## src/rtl/down_count_ctrl_pkg.sv

```systemverilog
// Shared types and constants for the down-count controller and its datapath.
package down_count_ctrl_pkg;

  localparam int WIDTH_DEF = 4;
  localparam int STEP_ONE  = 1;
  localparam int STEP_TWO  = 2;

  typedef enum logic {
    ST_IDLE = 1'b0,
    ST_RUN  = 1'b1
  } state_t;

endpackage

```

## src/rtl/down_count_ctrl_datapath.sv

```systemverilog
// Loadable down-counter register with a selectable step and a zero flag.
module dcnt_datapath
  import down_count_ctrl_pkg::*;
#(
  parameter int WIDTH = WIDTH_DEF
) (
  input  logic             clk,
  input  logic             rst,
  input  logic             load,
  input  logic [WIDTH-1:0] load_value,
  input  logic             en,
  input  logic [WIDTH-1:0] step,
  output logic [WIDTH-1:0] count,
  output logic             zero
);

  // Load wins over decrement so the controller can clear or reload in one edge.
  always_ff @(posedge clk or negedge rst) begin
    if (!rst) begin
      count <= '0;
    end else if (load) begin
      count <= load_value;
    end else if (en) begin
      count <= count - step;
    end
  end

  assign zero = (count == '0);

endmodule

```

## src/rtl/down_count_ctrl.sv

```systemverilog
// IDLE/RUN sequencer for a loadable down-counter: start, pause, abort, auto-reload.
module down_count_ctrl
  import down_count_ctrl_pkg::*;
#(
  parameter int WIDTH = WIDTH_DEF
) (
  input  logic             clk,
  input  logic             rst,
  input  logic             start,
  input  logic [WIDTH-1:0] load_val,
  input  logic             step_sel,
  input  logic             auto_reload,
  input  logic             pause,
  input  logic             abort,
  output logic [WIDTH-1:0] count,
  output logic             busy,
  output logic             done,
  output logic             err,
  output state_t           state_dbg
);

  // Handshake: start is a level sampled only in IDLE; while busy=1 it is ignored
  // and the requester must hold or re-issue it once busy drops.

  state_t           state, next_state;
  logic [WIDTH-1:0] cap_load;
  logic             cap_step;
  logic             cap_reload;

  logic             load_en;
  logic [WIDTH-1:0] load_data;
  logic             dec_en;
  logic             capture;
  logic             done_set;
  logic             err_set;
  logic             err_clr;
  logic             zero;
  logic [WIDTH-1:0] step;

  wire bad_cfg = step_sel & load_val[0];

  always_ff @(posedge clk or negedge rst) begin
    if (!rst) begin
      state <= ST_IDLE;
    end else begin
      state <= next_state;
    end
  end

  always_comb begin
    next_state = state;
    case (state)
      ST_IDLE: if (start && !bad_cfg) next_state = ST_RUN;
      ST_RUN: begin
        if (abort) begin
          next_state = ST_IDLE;
        end else if (!pause && zero && !cap_reload) begin
          next_state = ST_IDLE;
        end
      end
      default: next_state = ST_IDLE;
    endcase
  end

  always_comb begin
    load_en   = 1'b0;
    load_data = '0;
    dec_en    = 1'b0;
    capture   = 1'b0;
    done_set  = 1'b0;
    err_set   = 1'b0;
    err_clr   = 1'b0;
    case (state)
      ST_IDLE: begin
        if (start) begin
          if (bad_cfg) begin
            err_set = 1'b1;
          end else begin
            capture   = 1'b1;
            load_en   = 1'b1;
            load_data = load_val;
            err_clr   = 1'b1;
          end
        end
      end
      ST_RUN: begin
        // Pause also defers the terminal check, so a paused zero never pulses done.
        if (abort) begin
          load_en = 1'b1;
        end else if (!pause) begin
          if (zero) begin
            done_set = 1'b1;
            if (cap_reload) begin
              load_en   = 1'b1;
              load_data = cap_load;
            end
          end else begin
            dec_en = 1'b1;
          end
        end
      end
      default: ;
    endcase
  end

  always_ff @(posedge clk or negedge rst) begin
    if (!rst) begin
      cap_load   <= '0;
      cap_step   <= 1'b0;
      cap_reload <= 1'b0;
      done       <= 1'b0;
      err        <= 1'b0;
    end else begin
      if (capture) begin
        cap_load   <= load_val;
        cap_step   <= step_sel;
        cap_reload <= auto_reload;
      end
      done <= done_set;
      if (err_set) begin
        err <= 1'b1;
      end else if (err_clr) begin
        err <= 1'b0;
      end
    end
  end

  assign step      = cap_step ? WIDTH'(STEP_TWO) : WIDTH'(STEP_ONE);
  assign busy      = (state == ST_RUN);
  assign state_dbg = state;

  dcnt_datapath #(.WIDTH(WIDTH)) u_datapath (
    .clk        (clk),
    .rst        (rst),
    .load       (load_en),
    .load_value (load_data),
    .en         (dec_en),
    .step       (step),
    .count      (count),
    .zero       (zero)
  );

endmodule

```

## config.mk

```make
export PLATFORM = sky130hd
export DESIGN_NAME = down_count_ctrl
export DESIGN_NICKNAME = d
export VERILOG_FILES = /design/src/rtl/down_count_ctrl_pkg.sv /design/src/rtl/down_count_ctrl_datapath.sv /design/src/rtl/down_count_ctrl.sv
export SDC_FILE = /design/constraint.sdc
export NUM_CORES = 1
export LEC_CHECK = 0
export ABC_CLOCK_PERIOD_IN_PS = 1700
export CAP_MARGIN = 20
export CORE_MARGIN = 4
export CORE_UTILIZATION = 40
export CTS_CLUSTER_DIAMETER = 30
export DETAILED_ROUTE_END_ITERATION = 8
export GPL_ROUTABILITY_DRIVEN = 0
export MAX_ROUTING_LAYER = met4
export PLACE_DENSITY = 0.78
export SKIP_LAST_GASP = 1
export SYNTH_ARGS = -nofsm -noshare
export SYNTH_HDL_FRONTEND = slang
export SYNTH_SLANG_ARGS = --single-unit
export TNS_END_PERCENT = 1
```

## constraint.sdc

```tcl
create_clock -name clk -period 1.7 [get_ports clk]
set_input_delay 0.17 -clock clk [delete_from_list [all_inputs] [get_ports clk]]
set_output_delay 0.17 -clock clk [all_outputs]
set_load 0.03 [all_outputs]
```

==> key figures <==
Floorplan
  – Row count: 15
  – IO Pins: 19
  – Die Wd: 50.74 um
  – Die Y-Extent: 50.74 um
  – Core box area: 1727 um2
  – Initial Utilization: 42.32%
  – Die ar.: 2575 um2

Yosys
  – Count of cell types in the netlist: 29
  – Syn_nets: 95
  – Synth top area share: 44.52%
  – Post-Syn Area: 730.7 um2
  – Synth Flop Type: dfrtp_1
  – Synth Area per Inst: 9.021 um2
  – Warnings from Yosys: 0
  – Proportion of synthesized chip area in sequential cells: approximately 45%
  – Asr flop ratio synth: 100.0%
  – Top cell type by total area after synthesis: dfrtp_1
  – Post-synth EDFFs: 0
  – Synth Instances: 81
  – Top post-synthesis cells by area: dfrtp_1 45%, nand2_1 8.7%, inv_1 4.1%
  – Register bit count reported by yosys: 13

Final layout
  – Fill count: 156
  – P&R area growth vs syn: 46.92%
  – Layout Utilization: approximately 62%
  – Share of layout cells above drive strength 1: roughly a quarter
  – Antenna Cells: 0
  – Final nets: 129

STA
  – Final setup viols: 4
  – Fin crit period: between 1.5 and 2 ns
  – Fin crit share: 101.5%
  – Hold Vio Cnt, Final: 0
  – Highest Clock Rate: 0.5797 GHz
  – Worst setup margin: -0.02495 ns
  – Pins Over Slew Limit: 0
  – Max-Slew Margin vs Limit: a little over 60%
  – Slew of the pin with the lowest slew margin: roughly 0.59 ns
  – Clk_skew: 0.002572 ns
  – RSZ-0062 raised after global routing: yes

Routing
  – First-pass DRT Iterations: 5
  – Drt via density: approximately 5.0
  – Initial DRC Count: 19
  – Via count: 692
  – Total detailed-routing wirelength: 1727 um
  – WL/cell: 12.42 um
  – Post-route ant nets: 0
  – # DRC: 0

CTS
  – CTS Sinks: 13
  – CTS tree: built
  – Clock root cell: clkbuf_4
  – Clock Pin Slew Worst Setup and Hold Paths: ~0.080 ns
  – Clock latency on the worst-skew pair: about 0.27 ns
  – Hold-fix buffers, CTS: 0
  – Maximum buffer depth of the clock tree: 2
  – CTS H-Tree Depth: 1
  – CTS buffer count: 3

Worst setup path
  – Kind of critical path: reg2reg
  – Worst EP required: 1.91 ns
  – Worst stage delay on the critical path: around 0.58 ns
  – Critical Path End Type: flop
  – WP data arrival: 1.94 ns
  – WP buf/inv: 0
  – Setup crit start kind: flop
  – Critical Path, Cell by Cell: or4_4 > nor3b_4 > a22o_4 > o21a_1 > o22a_2
  – Largest fanout on the critical path: 5
  – CP max-delay cell: or4_4
  – Largest delay contributor family on the critical path: simple AND/OR/NAND/NOR gates

Power
  – P_leak: 0.4921 nW
  – Peak supply drop: around 730 uV
  – Tot Pwr: 1.533 mW
  – Pwr dens: 1428 nW/um2

Global route
  – Largest net degree at the start of global routing: 14
  – Initial antenna violation count: 0
  – Number of global-route vias before repair: 667
  – Gr ovfl total: 0
  – First-pass GRT wire length: 2918 um
  – GR Util All Layers: 15.59%

Run
  – Maxcap violations: 0

Place
  – Hpwl dp: 1387 um
  – Port bufs: 18

Outcome
  – Status: finished with violations
  – Failing checks: negative setup slack

Worst hold path
  – HP Class: in2async
[synth_stat cells (all sizes together) (2+ instances only)]
cell type,instances
dfrtp,13
nor3,4
o21ai,5
a21oi,5
nand2,17
ha,2
inv,8
nor2,7
[flip-flops by register name (all words and copies together), names as in the netlist]
name and cells:
cap_load 4, u_datapath.count 4, busy 1, cap_reload 1
cap_step 1, done 1, err 1
[path summary, 6_finish.rpt]
| check | startpoint | endpoint | slack, ns | cells past startpoint |
|---|---|---|---|---|
| hold reg to reg | cap_load[2]$_DFFE_PN0P_ | cap_load[2]$_DFFE_PN0P_ | 0.48 | 2 |
| setup reg to reg | u_datapath.count[2]$_DFFE_PN0P_ | u_datapath.count[3]$_DFFE_PN0P_ | -0.02 | 5 |
| hold / removal | rst | done$_DFF_PN0_ | 0.27 | 1 |
| min in group clk | auto_reload | cap_reload$_DFFE_PN0P_ | 0.42 | 3 |
| setup / recovery | u_datapath.count[2]$_DFFE_PN0P_ | u_datapath.count[3]$_DFFE_PN0P_ | -0.02 | 5 |
| max in group asynchronous | rst | u_datapath.count[0]$_DFFE_PN0P_ | 1.02 | 1 |
[final cells by class]
type / count / area [um2] / area share (%)
clock buffer: 4 / 26.28 / 2.448
tap: 25 / 31.28 / 2.914
sequential: 13 / 329.1 / 30.65
timing repair buffer: 30 / 270.3 / 25.17
multi-input combinational: 59 / 386.6 / 36.01
inverter: 8 / 30.03 / 2.797
[cells in the final DEF, fill, tap and decap left out, types with 2 or more instances in the layout]
| cell | Yosys | layout |
|---|---|---|
| a21oi_1 | 5 | 5 |
| buf_4 | 1 | 12 |
| clkbuf_4 | 0 | 3 |
| clkdlybuf4s50_1 | 0 | 18 |
| dfrtp_1 | 13 | 10 |
| dfrtp_2 | 0 | 3 |
| ha_1 | 2 | 2 |
| inv_1 | 8 | 8 |
| nand2_1 | 17 | 17 |
| nor2_1 | 7 | 7 |
| nor3_1 | 4 | 3 |
| o21ai_0 | 4 | 3 |
| o21ai_2 | 0 | 2 |
[logic make-up after synthesis]
| family | count (synthesis) | synth area share, % |
|---|---|---|
| flip-flops | 13 | 44.52 |
| buffers and inverters | 9 | 5.138 |
| adder cells (fa/ha/maj) | 3 | 6.164 |
| AO/OA/AOI/OAI | 21 | 20.38 |
| AND/OR/NAND/NOR | 35 | 23.80 |
[metrics by stage]
stage / area [um2] / setup TNS [ns] / worst slack, ns / instances / hold WS (ns)
2_1_floorplan: 734.5 / -0.06555 / -0.06202 / 81 / -0.1256
3_3_place_gp: 1013 / -0.02338 / -0.02338 / 133 / 0.4726
3_5_place_dp: 1013 / -0.09674 / -0.04366 / 133 / 0.4619
4_1_cts: 1059 / -0.05058 / -0.01701 / 139 / 0.2865
5_1_grt: 1074 / -0.3631 / -0.09834 / 139 / 0.3194
6_report: 1074 / -0.06420 / -0.02495 / 139 / 0.2669
[repair_timing]
item,in CTS,in global routing
pin swaps,6,0
endpoints found under the hold margin,0,0
gates resized for setup,1,3
buffers inserted,2,0
setup endpoints to repair,3,4
[where the power goes]
| part | switching, mW | internal (mW) | total, mW | leakage, nW |
|---|---|---|---|---|
| combinational | 0.417 | 0.404 | 0.821 | 0.320 |
| sequential | 0.110 | 0.412 | 0.522 | 0.157 |
| clock | 0.0995 | 0.0908 | 0.190 | 0.0150 |
| total | 0.626 | 0.907 | 1.53 | 0.492 |
[metal layers]
layer	GRT usage, %	vias up	share of wire [%]
met3	4.451	6	5.2
met5	-	-	0
li1	-	346	-
met4	6.278	0	1.9
met2	26.74	26	52
met1	16.88	314	41
Power figures use the tool's default switching activity.
==> edit: new RTL, same flow settings <==
The package constant `WIDTH_DEF` goes from 4 to 6.
--- a/src/rtl/down_count_ctrl_pkg.sv
+++ b/src/rtl/down_count_ctrl_pkg.sv
@@ -1,7 +1,7 @@
 // Shared types and constants for the down-count controller and its datapath.
 package down_count_ctrl_pkg;
 
-  localparam int WIDTH_DEF = 4;
+  localparam int WIDTH_DEF = 6;
   localparam int STEP_ONE  = 1;
   localparam int STEP_TWO  = 2;
 
Interface: changed (resized count and load_val); port bits go from 19 to 23. No check against the original RTL was run, so the function may have changed too.
==> edit against the original RTL <==
- the run still ends with setup timing left
- non-clock buffer count rose by 11
- sequential share of layout area is 0.24 points lower
- critical path type unchanged
- highest routed layer unchanged
- setup slack got worse by 47 ps
- final area rose by 32%
- sequential cell count grew 4
- largest power group unchanged
- wire length is 37% higher
- synthesized area grew 34%
- clock power up 14%
- sequential power is 21% higher
- worst hold slack worse by 72 ps
- power rose by 32%
==> edit: results (changes against the original RTL) <==
| Metric | Value |
|---|---|
| Worst Max-Slew Pin Slew | `377 ps (was 587 ps)` |
| Seq/Total Area, Yosys | `43.4% (was 44.5%)` |
| DR vias/cell | `5.29 (was 4.98)` |
| Crit path max fanout | `4 (was 5)` |
| DP Worst Slack | `-118 ps (was -43.7 ps)` |
| Cell at the slowest stage of the critical path | `or3_4 (was or4_4)` |
| Clk sinks | `17 (was 13)` |
| Complex-gate fraction of the synthesized area | `16.2% (was 20.4%)` |
| Dpl hpwl | `1860 um (was 1390 um)` |
| DRT Pass-1 Iters | `4 (was 5)` |
| Delay of the slowest critical-path stage | `430 ps (was 580 ps)` |
| Worst-case clock buffer depth | `2 (unchanged)` |
| Post-synth cell types | `39 (was 29)` |
| DP Area | `0.00137 mm2 (was 0.00101 mm2)` |
| Worst vdd ir | `0.718 mV (was 0.734 mV)` |
| Top cells by area, synth | `dfrtp_1, mux2_2, nor2_1 (was dfrtp_1, nand2_1, inv_1)` |
| Mux cell area share after synthesis | `8.94% (was 0%)` |
| Top post-synthesis cells by count | `dfrtp_1, nor2_1, inv_1, mux2_2, nand2_1 (was nand2_1, dfrtp_1, inv_1)` |
| Met3 usage | `1.36% (was 4.45%)` |
| Top flop regs | `cap_load: 6 flops, u_datapath.count: 6 flops (was cap_load: 4 flops, u_datapath.count: 4 flops)` |
| R2r endpoint | `u_datapath.count[5] (was u_datapath.count[3])` |
| First-pass GRT wire length | `4000 um (was 2920 um)` |
| Metal-1 WL | `1030 um (was 712 um)` |
| Final setup TNS | `-130 ps (was -64.2 ps)` |
| WL met3 | `84 um (was 89 um)` |
| Clock slew at reported path FFs | `100 ps (was 80 ps)` |
| GRT met2 Usage | `26.9% (was 26.7%)` |
| Port bufs | `22 (was 18)` |
| WL met2 | `1230 um (was 892 um)` |
| Final #Nets | `152 (was 129)` |
| Share of cells above drive strength 1 | `31.9% (was 24.6%)` |
| WL per Instance | `14.5 um (was 12.4 um)` |
| # Post-CTS Setup Buffers | `0 (was 2)` |
| Pleak | `0.600 nW (was 0.492 nW)` |
| Failing checks | `setup timing (unchanged)` |
| Adder-Cell Fraction of Synth Area | `4.60% (was 6.16%)` |
| Worst Skew | `1.64 ps (was 2.57 ps)` |
| Final setup vio count | `3 (was 4)` |
| Final worst setup slack | `-72.3 ps (was -24.9 ps)` |
| Vias in the first global route | `925 (was 667)` |
| Status | `finished with violations (unchanged)` |
| Mapped Nets | `108 (was 95)` |
| Total Routing Usage GR | `15.6% (about the same)` |
edit: cell count changes after synthesis, sizes merged, moves of 3 or more:
cell	unedited run	this run
nor2	7	10
inv	8	5
xnor2	0	3
dfrtp	13	17
nand2	17	6
mux2	0	6
edit: per-stage QoR:
step                instances  hold slack (ps)
floorplan                  92             -126
global placement          159              484
detailed placement        159              498
CTS                       163              195
global route              163              216
finish                    163              195
edit: cell type report:
cell class,count,area (um2)
Inverter,5,18.8
Timing Repair Buffer,41,365
Fill cell,178,861
Tap cell,28,35.0
Clock buffer,4,26.3
Sequential cell,17,430
Multi-Input combinational cell,68,539
edit: power breakdown:
part | switching, mW | total, mW | internal [mW]
Combinational | 0.597 | 1.17 | 0.576
Clock | 0.126 | 0.217 | 0.0912
Sequential | 0.104 | 0.634 | 0.530
Total | 0.827 | 2.02 | 1.20
edit: repair_timing:
item                       4_1_cts  5_1_grt
setup endpoints to repair        5       12
gates resized for setup          1        2
pin swaps                        0        1
